$ cat config.mk
export PLATFORM = sky130hd
export DESIGN_NAME = pc_sequencer
export DESIGN_NICKNAME = d
export VERILOG_FILES = /design/src/rtl/pc_sequencer.sv
export SDC_FILE = /design/constraint.sdc
export NUM_CORES = 1
export LEC_CHECK = 0
export ABC_AREA = 1
export BUFFER_PORTS_ARGS = -buffer_cell sky130_fd_sc_hd__buf_2
export CORE_UTILIZATION = 40
export CTS_CLUSTER_SIZE = 14
export DETAILED_ROUTE_END_ITERATION = 10
export PLACE_DENSITY_LB_ADDON = 0.2
export SYNTH_ARGS = -nofsm -noshare
export SYNTH_HDL_FRONTEND = slang
export SYNTH_SLANG_ARGS = --single-unit
$ cat constraint.sdc
create_clock -name clock -period 2.31 [get_ports clock]
set_clock_uncertainty 0.15 [all_clocks]
set_input_delay 0.231 -clock clock [delete_from_list [all_inputs] [get_ports clock]]
set_output_delay 0.231 -clock clock [all_outputs]
set_load 0.1 [all_outputs]
$ cat src/rtl/pc_sequencer.sv
// pc_sequencer: program counter, return-address stack and run/halt/fault
// control for the instruction fetch path.
//
// Ports:
//   clock, reset        rising-edge clock, synchronous active-high reset
//   op_valid, op        control-flow op from decode (6-7 act as NEXT)
//   target              absolute address for JUMP / CALL
//   offset, cond        signed BRANCH displacement and taken flag
//   resume              leave HALT
//   fetch_ready         instruction memory accepts pc this cycle
//   pc, pc_valid        registered fetch address and request
//   halted              sequencer is in HALT
//   fault               sticky code: 0 none, 1 overflow, 2 underflow
//   sp                  return-address stack occupancy
module pc_sequencer #(
   parameter int IMEM_ADDR_WIDTH = 8,
   parameter int STACK_DEPTH     = 4
) (
   input  logic                         clock,
   input  logic                         reset,
   input  logic                         op_valid,
   input  logic [2:0]                   op,
   input  logic [IMEM_ADDR_WIDTH-1:0]   target,
   input  logic [7:0]                   offset,
   input  logic                         cond,
   input  logic                         resume,
   input  logic                         fetch_ready,
   output logic [IMEM_ADDR_WIDTH-1:0]   pc,
   output logic                         pc_valid,
   output logic                         halted,
   output logic [1:0]                   fault,
   output logic [$clog2(STACK_DEPTH):0] sp
);

   localparam int AW   = IMEM_ADDR_WIDTH;
   localparam int IDXW = $clog2(STACK_DEPTH);
   localparam int SPW  = IDXW + 1;

   localparam logic [2:0] OP_JUMP   = 3'd1;
   localparam logic [2:0] OP_BRANCH = 3'd2;
   localparam logic [2:0] OP_CALL   = 3'd3;
   localparam logic [2:0] OP_RET    = 3'd4;
   localparam logic [2:0] OP_HALT   = 3'd5;

   localparam logic [1:0] FLT_OVF = 2'd1;
   localparam logic [1:0] FLT_UNF = 2'd2;

   typedef enum logic [1:0] {
      S_RUN,
      S_HALT,
      S_FAULT
   } state_t;

   state_t state;
   state_t state_nxt;

   logic [AW-1:0]   stack [STACK_DEPTH];
   logic [AW-1:0]   pc_nxt;
   logic [AW-1:0]   pc_inc;
   logic [AW-1:0]   off_ext;
   logic [SPW-1:0]  sp_nxt;
   logic [1:0]      fault_nxt;
   logic [IDXW-1:0] push_idx;
   logic [IDXW-1:0] pop_idx;
   logic            push;
   logic            step;
   logic            stack_full;
   logic            stack_empty;

   assign pc_inc      = pc + AW'(1);
   // size cast of a signed value sign-extends (or truncates) to AW
   assign off_ext     = AW'($signed(offset));
   assign push_idx    = sp[IDXW-1:0];
   assign pop_idx     = IDXW'(sp - SPW'(1));
   assign stack_full  = (sp == SPW'(STACK_DEPTH));
   assign stack_empty = (sp == '0);
   // pc_valid is low in the cycle after reset, so no step happens there
   assign step        = pc_valid && fetch_ready;

   always_comb begin
      state_nxt = state;
      pc_nxt    = pc;
      sp_nxt    = sp;
      fault_nxt = fault;
      push      = 1'b0;
      unique case (state)
         S_RUN: begin
            if (step) begin
               pc_nxt = pc_inc;
               if (op_valid) begin
                  case (op)
                     OP_JUMP: pc_nxt = target;
                     OP_BRANCH: begin
                        if (cond) pc_nxt = pc + off_ext;
                     end
                     OP_CALL: begin
                        if (stack_full) begin
                           pc_nxt    = pc;
                           fault_nxt = FLT_OVF;
                           state_nxt = S_FAULT;
                        end else begin
                           push   = 1'b1;
                           pc_nxt = target;
                           sp_nxt = sp + SPW'(1);
                        end
                     end
                     OP_RET: begin
                        if (stack_empty) begin
                           pc_nxt    = pc;
                           fault_nxt = FLT_UNF;
                           state_nxt = S_FAULT;
                        end else begin
                           pc_nxt = stack[pop_idx];
                           sp_nxt = sp - SPW'(1);
                        end
                     end
                     OP_HALT: state_nxt = S_HALT;
                     default: ;
                  endcase
               end
            end
         end
         S_HALT: begin
            if (resume) state_nxt = S_RUN;
         end
         S_FAULT: ;
         default: state_nxt = S_FAULT;
      endcase
   end

   always_ff @(posedge clock) begin
      if (reset) begin
         state    <= S_RUN;
         pc       <= '0;
         sp       <= '0;
         fault    <= '0;
         pc_valid <= 1'b0;
         halted   <= 1'b0;
      end else begin
         state    <= state_nxt;
         pc       <= pc_nxt;
         sp       <= sp_nxt;
         fault    <= fault_nxt;
         pc_valid <= (state_nxt == S_RUN);
         halted   <= (state_nxt == S_HALT);
         if (push) stack[push_idx] <= pc_inc;
      end
   end

endmodule
==> impl_metrics.py, run 1 <==
metrics = {
    "status": {
        "status": "finished, final reports clean",
    },
    "critical_path": {
        "crit_chain": "clkinv_4 -> ha_4 -> inv_1 -> a21oi_1 -> a21oi_1 -> a21oi_1 -> nand2_1 -> nand2_1 -> a21oi_2",
        "startpoint": "sp[0]",
        "cp_slowest_stage_delay_ns": 0.49,
        "reg2reg_from": "sp[0]",
        "cp_slowest_cell": "dfxtp_4",
        "cp-endpoint": "pc[6]",
        "critical_path_class": "reg2reg",
        "cp_num_cells": 9,
        "cp_max_fo": 20,
        "critPathTopFamily": "compound AO/OA/AOI/OAI gates",
        "rr_worst_depth": 9,
        "reg2reg_to": "pc[6]",
        "cp-end-kind": "flip-flop",
        "start_kind": "flip-flop",
        "worstPathArrival_ns": 2.05,
        "reg2reg_slack_ns": 0.29,
        "cpMostUsedCell": "a21oi_1",
        "cp.required_ns": 2.34,
        "path_buf_inv": 2,
    },
    "yosys": {
        "synth-async-reset-ratio_pct": 0,
        "synthesis.instances": 369,
        "synth.yosys.seq_area_share_pct": 44.24,
        "synth_ff_type": "edfxtp_1",
        "synth_seq_cells": 49,
        "syn_avg_cell_area_um2": 7.972,
        "synth_area_um2": 2942,
        "synth_edf_count": 32,
        "synth_warnings": 0,
        "ys_types": 36,
        "syn_nets": 408,
    },
    "cells_and_area": {
        "nFillCells": 691,
        "nNetsFinal": 451,
        "fin_util_pct": 48.86,
        "num_antenna_cells": 0,
        "drive_gt1_share_pct": 23.73,
        "seqCellArea_um2": 1319,
        "area_growth_pct": 15.36,
        "final_cell_mix": "90 x nand2_1, 43 x inv_1, 39 x buf_2, 36 x a21oi_1",
        "design_area_um2": 3393,
        "multiInputGateArea_um2": 1456,
        "layout_commonest_cell": "nand2_1",
    },
    "global_route": {
        "busiest_layer": "met2",
        "grt_util_met1_pct": 28.28,
        "antenna_found_initial": 0,
        "met3_usage_pct": 3.582,
        "grt_pass1_vias": 2361,
        "grtUsageTotal_pct": 20.25,
        "grt_pass1_wl_um": 11700,
        "grt_max_degree": 21,
        "grt.overflow.total": 0,
        "met2_usage_pct": 32.28,
    },
    "floorplan": {
        "die_w_um": 87.76,
        "die_area_um2": 7701,
        "rows": 30,
        "core-area_um2": 6944,
        "die_h_um": 87.76,
        "pin_count": 40,
        "start_util_pct": 42.36,
    },
    "sta": {
        "max_slew_margin_pct": 67.42,
        "post-route-period-util_pct": 87.45,
        "setup-violations-final": 0,
        "hold_ws_ns": 0.07041,
        "hold_viol_final": 0,
        "tns_ns": 0,
        "maxSlewViolCount": 0,
        "grt_setup_unrepaired": "no",
        "max_freq_mhz": 495.0,
        "worst_pin_slew_ns": 0.4920,
        "period_needed_ns": 2.020,
    },
    "cts": {
        "cts_max_path_buffers": 2,
        "path_clk_slew_ns": 0.09,
        "clock_latency_ns": 0.30,
        "post_cts_hold_buffer_count": 0,
        "numCtsBuffers": 5,
        "cts_resized": 0,
        "clock-root-buffer": "clkbuf_8",
        "clkSinkCount": 49,
        "htree_levels": 2,
        "cts_tree": "yes",
        "post_cts_buffers": 0,
    },
    "place": {
        "io_buffers": 39,
        "hpwl_um": 5444,
        "finalWeightedCongestion": 0.8744,
        "place_area_um2": 3306,
    },
    "route": {
        "firstDrtPassIters": 4,
        "routed_wl_um": 7069,
        "vias_per_cell": 4.910,
        "via_count": 2499,
        "drc": 0,
        "dr.first_iter.drc_count": 218,
        "drtAntennaViolNets": 0,
        "wl_per_cell_um": 13.89,
    },
    "pwr": {
        "p_total_mw": 1.769,
        "power_density_nw_per_um2": 521.4,
        "leakagePower_nw": 1.500,
        "peakVddDrop_mv": 0.2990,
    },
    "worst_hold_path": {
        "holdCritPathClass": "in2reg",
    },
    "job": {
        "cap_violations": 0,
    },
}
-- worst min-delay path by stage --
stage / startpoint / to / slack [ns] / cells past startpoint
6_report: resume / halted / 0.07 / 3
5_1_grt: resume / state[0] / 0.08 / 3
3_5_place_dp: fault[0] / fault[0] / 0.32 / 2
2_1_floorplan: reset / pc[7] / 0.14 / 1
4_1_cts: resume / halted / 0.06 / 3
3_3_place_gp: fault[0] / fault[0] / 0.32 / 2
-- synthesized netlist by cell type (all sizes together) (2+ instances only) --
| cell | count | share of area [%] |
|---|---|---|
| nor3 | 3 | 1.1 |
| o22ai | 2 | 0.43 |
| a21oi | 43 | 8.2 |
| xor2 | 3 | 0.89 |
| nor2 | 33 | 4.6 |
| edfxtp | 32 | 33 |
| o211ai | 3 | 0.77 |
| nand2 | 104 | 15 |
| o21ai | 14 | 2.5 |
| nand4 | 5 | 1.1 |
| nand3 | 32 | 5.4 |
| buf | 6 | 1.5 |
| ha | 13 | 5.5 |
| dfxtp | 17 | 12 |
| inv | 47 | 6.0 |
| xnor2 | 2 | 0.60 |
-- worst reg2reg max path, delay by kind of cell, from the launching register on --
family	cells	cell delay (ns)
buffers and inverters	2	0.25
AOI/OAI and AO/OA	4	0.54
and+or+nand+nor	2	0.18
adders and majority gates	1	0.29
DFF	1	0.49
-- per-layer routing --
layer	vias up	share of wire, %
li1	1310	-
met1	1129	48
met2	54	47
met3	6	3.9
met4	0	1.1
met5	-	0
-- logic make-up after synthesis --
| kind of cell | after synthesis | share of synthesized area, % |
|---|---|---|
| AOI/OAI and AO/OA | 65 | 12.63 |
| adders and majority gates | 14 | 6.210 |
| and+or+nand+nor | 181 | 27.65 |
| xor gates and xnor gates | 5 | 1.489 |
| buffers and inverters | 55 | 7.783 |
| DFF | 49 | 44.24 |
-- final cells by class --
type / count / share of cell area (%)
Timing Repair Buffer: 43 / 6.637
Clock buffer: 6 / 2.139
Clock inverter: 2 / 0.4425
Multi-Input combinational cell: 265 / 42.92
Inverter: 48 / 5.457
Sequential cell: 49 / 38.86
Tap cell: 96 / 3.540
-- report_power, final --
group          switching (mW)  internal (mW)  total, mW
registers              0.0178          0.941      0.959
logic                   0.217         0.0905      0.308
clock network           0.289          0.214      0.503
total                   0.524           1.24       1.77
-- sequential cells by signal (all words and copies together) (netlist names) --
signal	count
sp	3
stack	32
halted	1
pc	8
pc_valid	1
fault	2
state	2
-- metrics by stage --
stage / worst slack [ns] / instances
6_report: 0.2900 / 509
5_1_grt: 0.1149 / 509
4_1_cts: 0.2980 / 509
3_5_place_dp: 0.3150 / 501
3_3_place_gp: 0.3427 / 501
2_1_floorplan: 0.02176 / 369
No activity file was read; power rests on OpenSTA's default activity.
==> inputs of run 2 (changes only) <==
- MAX_ROUTING_LAYER: not set -> met4
==> impl_metrics.py, run 2 (synthesis results as in run 1) <==
metrics = {
    "status": {
        "status": "finished, final reports clean",
    },
    "sta": {
        "tns_ns": 0,
        "maxSlewViolCount": 0,
        "post-route-period-util_pct": 87.31,
        "grt_setup_unrepaired": "no",
        "hold_viol_final": 0,
        "max_freq_mhz": 495.8,
        "max_slew_margin_pct": 67.42,
        "period_needed_ns": 2.017,
        "setup-violations-final": 0,
        "worst_pin_slew_ns": 0.4921,
    },
    "critical_path": {
        "cpMostUsedCell": "a21oi_1",
        "rr_worst_depth": 9,
        "cp_slowest_cell": "dfxtp_4",
        "critical_path_class": "reg2reg",
        "crit_chain": "clkinv_4 -> ha_4 -> inv_1 -> a21oi_1 -> a21oi_1 -> a21oi_1 -> nand2_1 -> nand2_1 -> a21oi_2",
        "start_kind": "flip-flop",
        "worstPathArrival_ns": 2.05,
        "cp_max_fo": 20,
        "cp-end-kind": "flip-flop",
        "cp_slowest_stage_delay_ns": 0.48,
        "cp.required_ns": 2.34,
        "critPathTopFamily": "compound AO/OA/AOI/OAI gates",
        "cp_num_cells": 9,
        "path_buf_inv": 2,
    },
    "global_route": {
        "grt_pass1_wl_um": 11700,
        "grt_pass1_vias": 2358,
        "antenna_found_initial": 0,
        "grt.overflow.total": 0,
        "grtUsageTotal_pct": 20.94,
        "grt_max_degree": 21,
    },
    "job": {
        "cap_violations": 0,
    },
    "floorplan": {
        "start_util_pct": 42.36,
        "core-area_um2": 6944,
        "die_h_um": 87.76,
        "die_area_um2": 7701,
        "die_w_um": 87.76,
        "pin_count": 40,
        "rows": 30,
    },
    "cells_and_area": {
        "area_growth_pct": 15.36,
        "design_area_um2": 3393,
        "largest_registers": "stack x32, pc x8, sp x3",
        "nNetsFinal": 451,
        "drive_gt1_share_pct": 23.73,
        "final_cell_mix": "90 x nand2_1, 43 x inv_1, 39 x buf_2, 36 x a21oi_1",
        "regMostFlops": "stack",
        "largest_register_ff_count": 32,
        "nFillCells": 691,
        "fin_util_pct": 48.86,
        "num_antenna_cells": 0,
        "layout_commonest_cell": "nand2_1",
    },
    "cts": {
        "cts_resized": 0,
        "path_clk_slew_ns": 0.09,
        "numCtsBuffers": 5,
        "clock-root-buffer": "clkbuf_8",
        "post_cts_hold_buffer_count": 0,
        "clock_latency_ns": 0.30,
        "cts_tree": "yes",
        "htree_levels": 2,
        "cts_max_path_buffers": 2,
        "post_cts_buffers": 0,
        "clkSinkCount": 49,
    },
    "pwr": {
        "power_density_nw_per_um2": 521.2,
        "peakVddDrop_mv": 0.2988,
        "leakagePower_nw": 1.500,
        "p_total_mw": 1.769,
    },
    "place": {
        "hpwl_um": 5444,
        "place_area_um2": 3306,
        "io_buffers": 39,
        "finalWeightedCongestion": 0.8888,
    },
    "route": {
        "drc": 0,
        "vias_per_cell": 4.925,
        "dr.first_iter.drc_count": 226,
        "wl_per_cell_um": 13.82,
        "drtAntennaViolNets": 0,
        "routed_wl_um": 7035,
        "via_count": 2507,
        "firstDrtPassIters": 4,
    },
    "worst_hold_path": {
        "holdPathStages": 3,
        "holdCritPathClass": "in2reg",
    },
}
[run 2: cell counts in the layout (fill, tap and decap cells not counted)]
No cell type changed its count.
[run 2: cell type report]
cell class	count	area [µm²]	share of cell area [%]
flip-flops and latches	49	1319	38.86
multi-input cells	265	1456	42.92
clock inverters	2	15.01	0.4425
well taps	96	120.1	3.540
inverters	48	185.2	5.457
repair buffers	43	225.2	6.637
clock buffers	6	72.57	2.139
[run 2: final timing paths]
kind / slack [ns] / start / endpoint
max reg2reg: 0.29 / sp[0] / pc[6]
max: 0.29 / sp[0] / pc[6]
min: 0.07 / resume / halted
min reg2reg: 0.36 / sp[2] / sp[2]
[run 2: per-stage QoR]
step                      cells  worst slack (ns)  hold slack [ns]
after detailed placement    501            0.3150           0.3249
after global placement      501            0.3427           0.3238
after CTS                   509            0.2980          0.05878
after global routing        509            0.1149          0.08528
final                       509            0.2930          0.07040
after floorplan             369           0.02176           0.1434
[run 2: per-layer routing]
metal	vias to the layer above	GRT usage, %	part of all wire [%]
met2	64	32.42	46
met3	13	3.582	4.3
met1	1122	28.28	48
met4	0	5.663	1.4
met5	-	-	0
li1	1308	-	-
[run 2: power by group]
group          leakage, nW  total [mW]  switching, mW  internal [mW]
clock network       0.0374       0.502          0.288          0.214
registers            0.451       0.958         0.0176          0.941
logic                 1.01       0.308          0.218         0.0904
[run 2: worst reg2reg max path, cell delays in order (launching register included)]
cell and delay [ns]:
dfxtp_4 0.48, clkinv_4 0.09, ha_4 0.29, inv_1 0.16, a21oi_1 0.18, a21oi_1 0.08, a21oi_1 0.23, nand2_1 0.08
nand2_1 0.09, a21oi_2 0.05
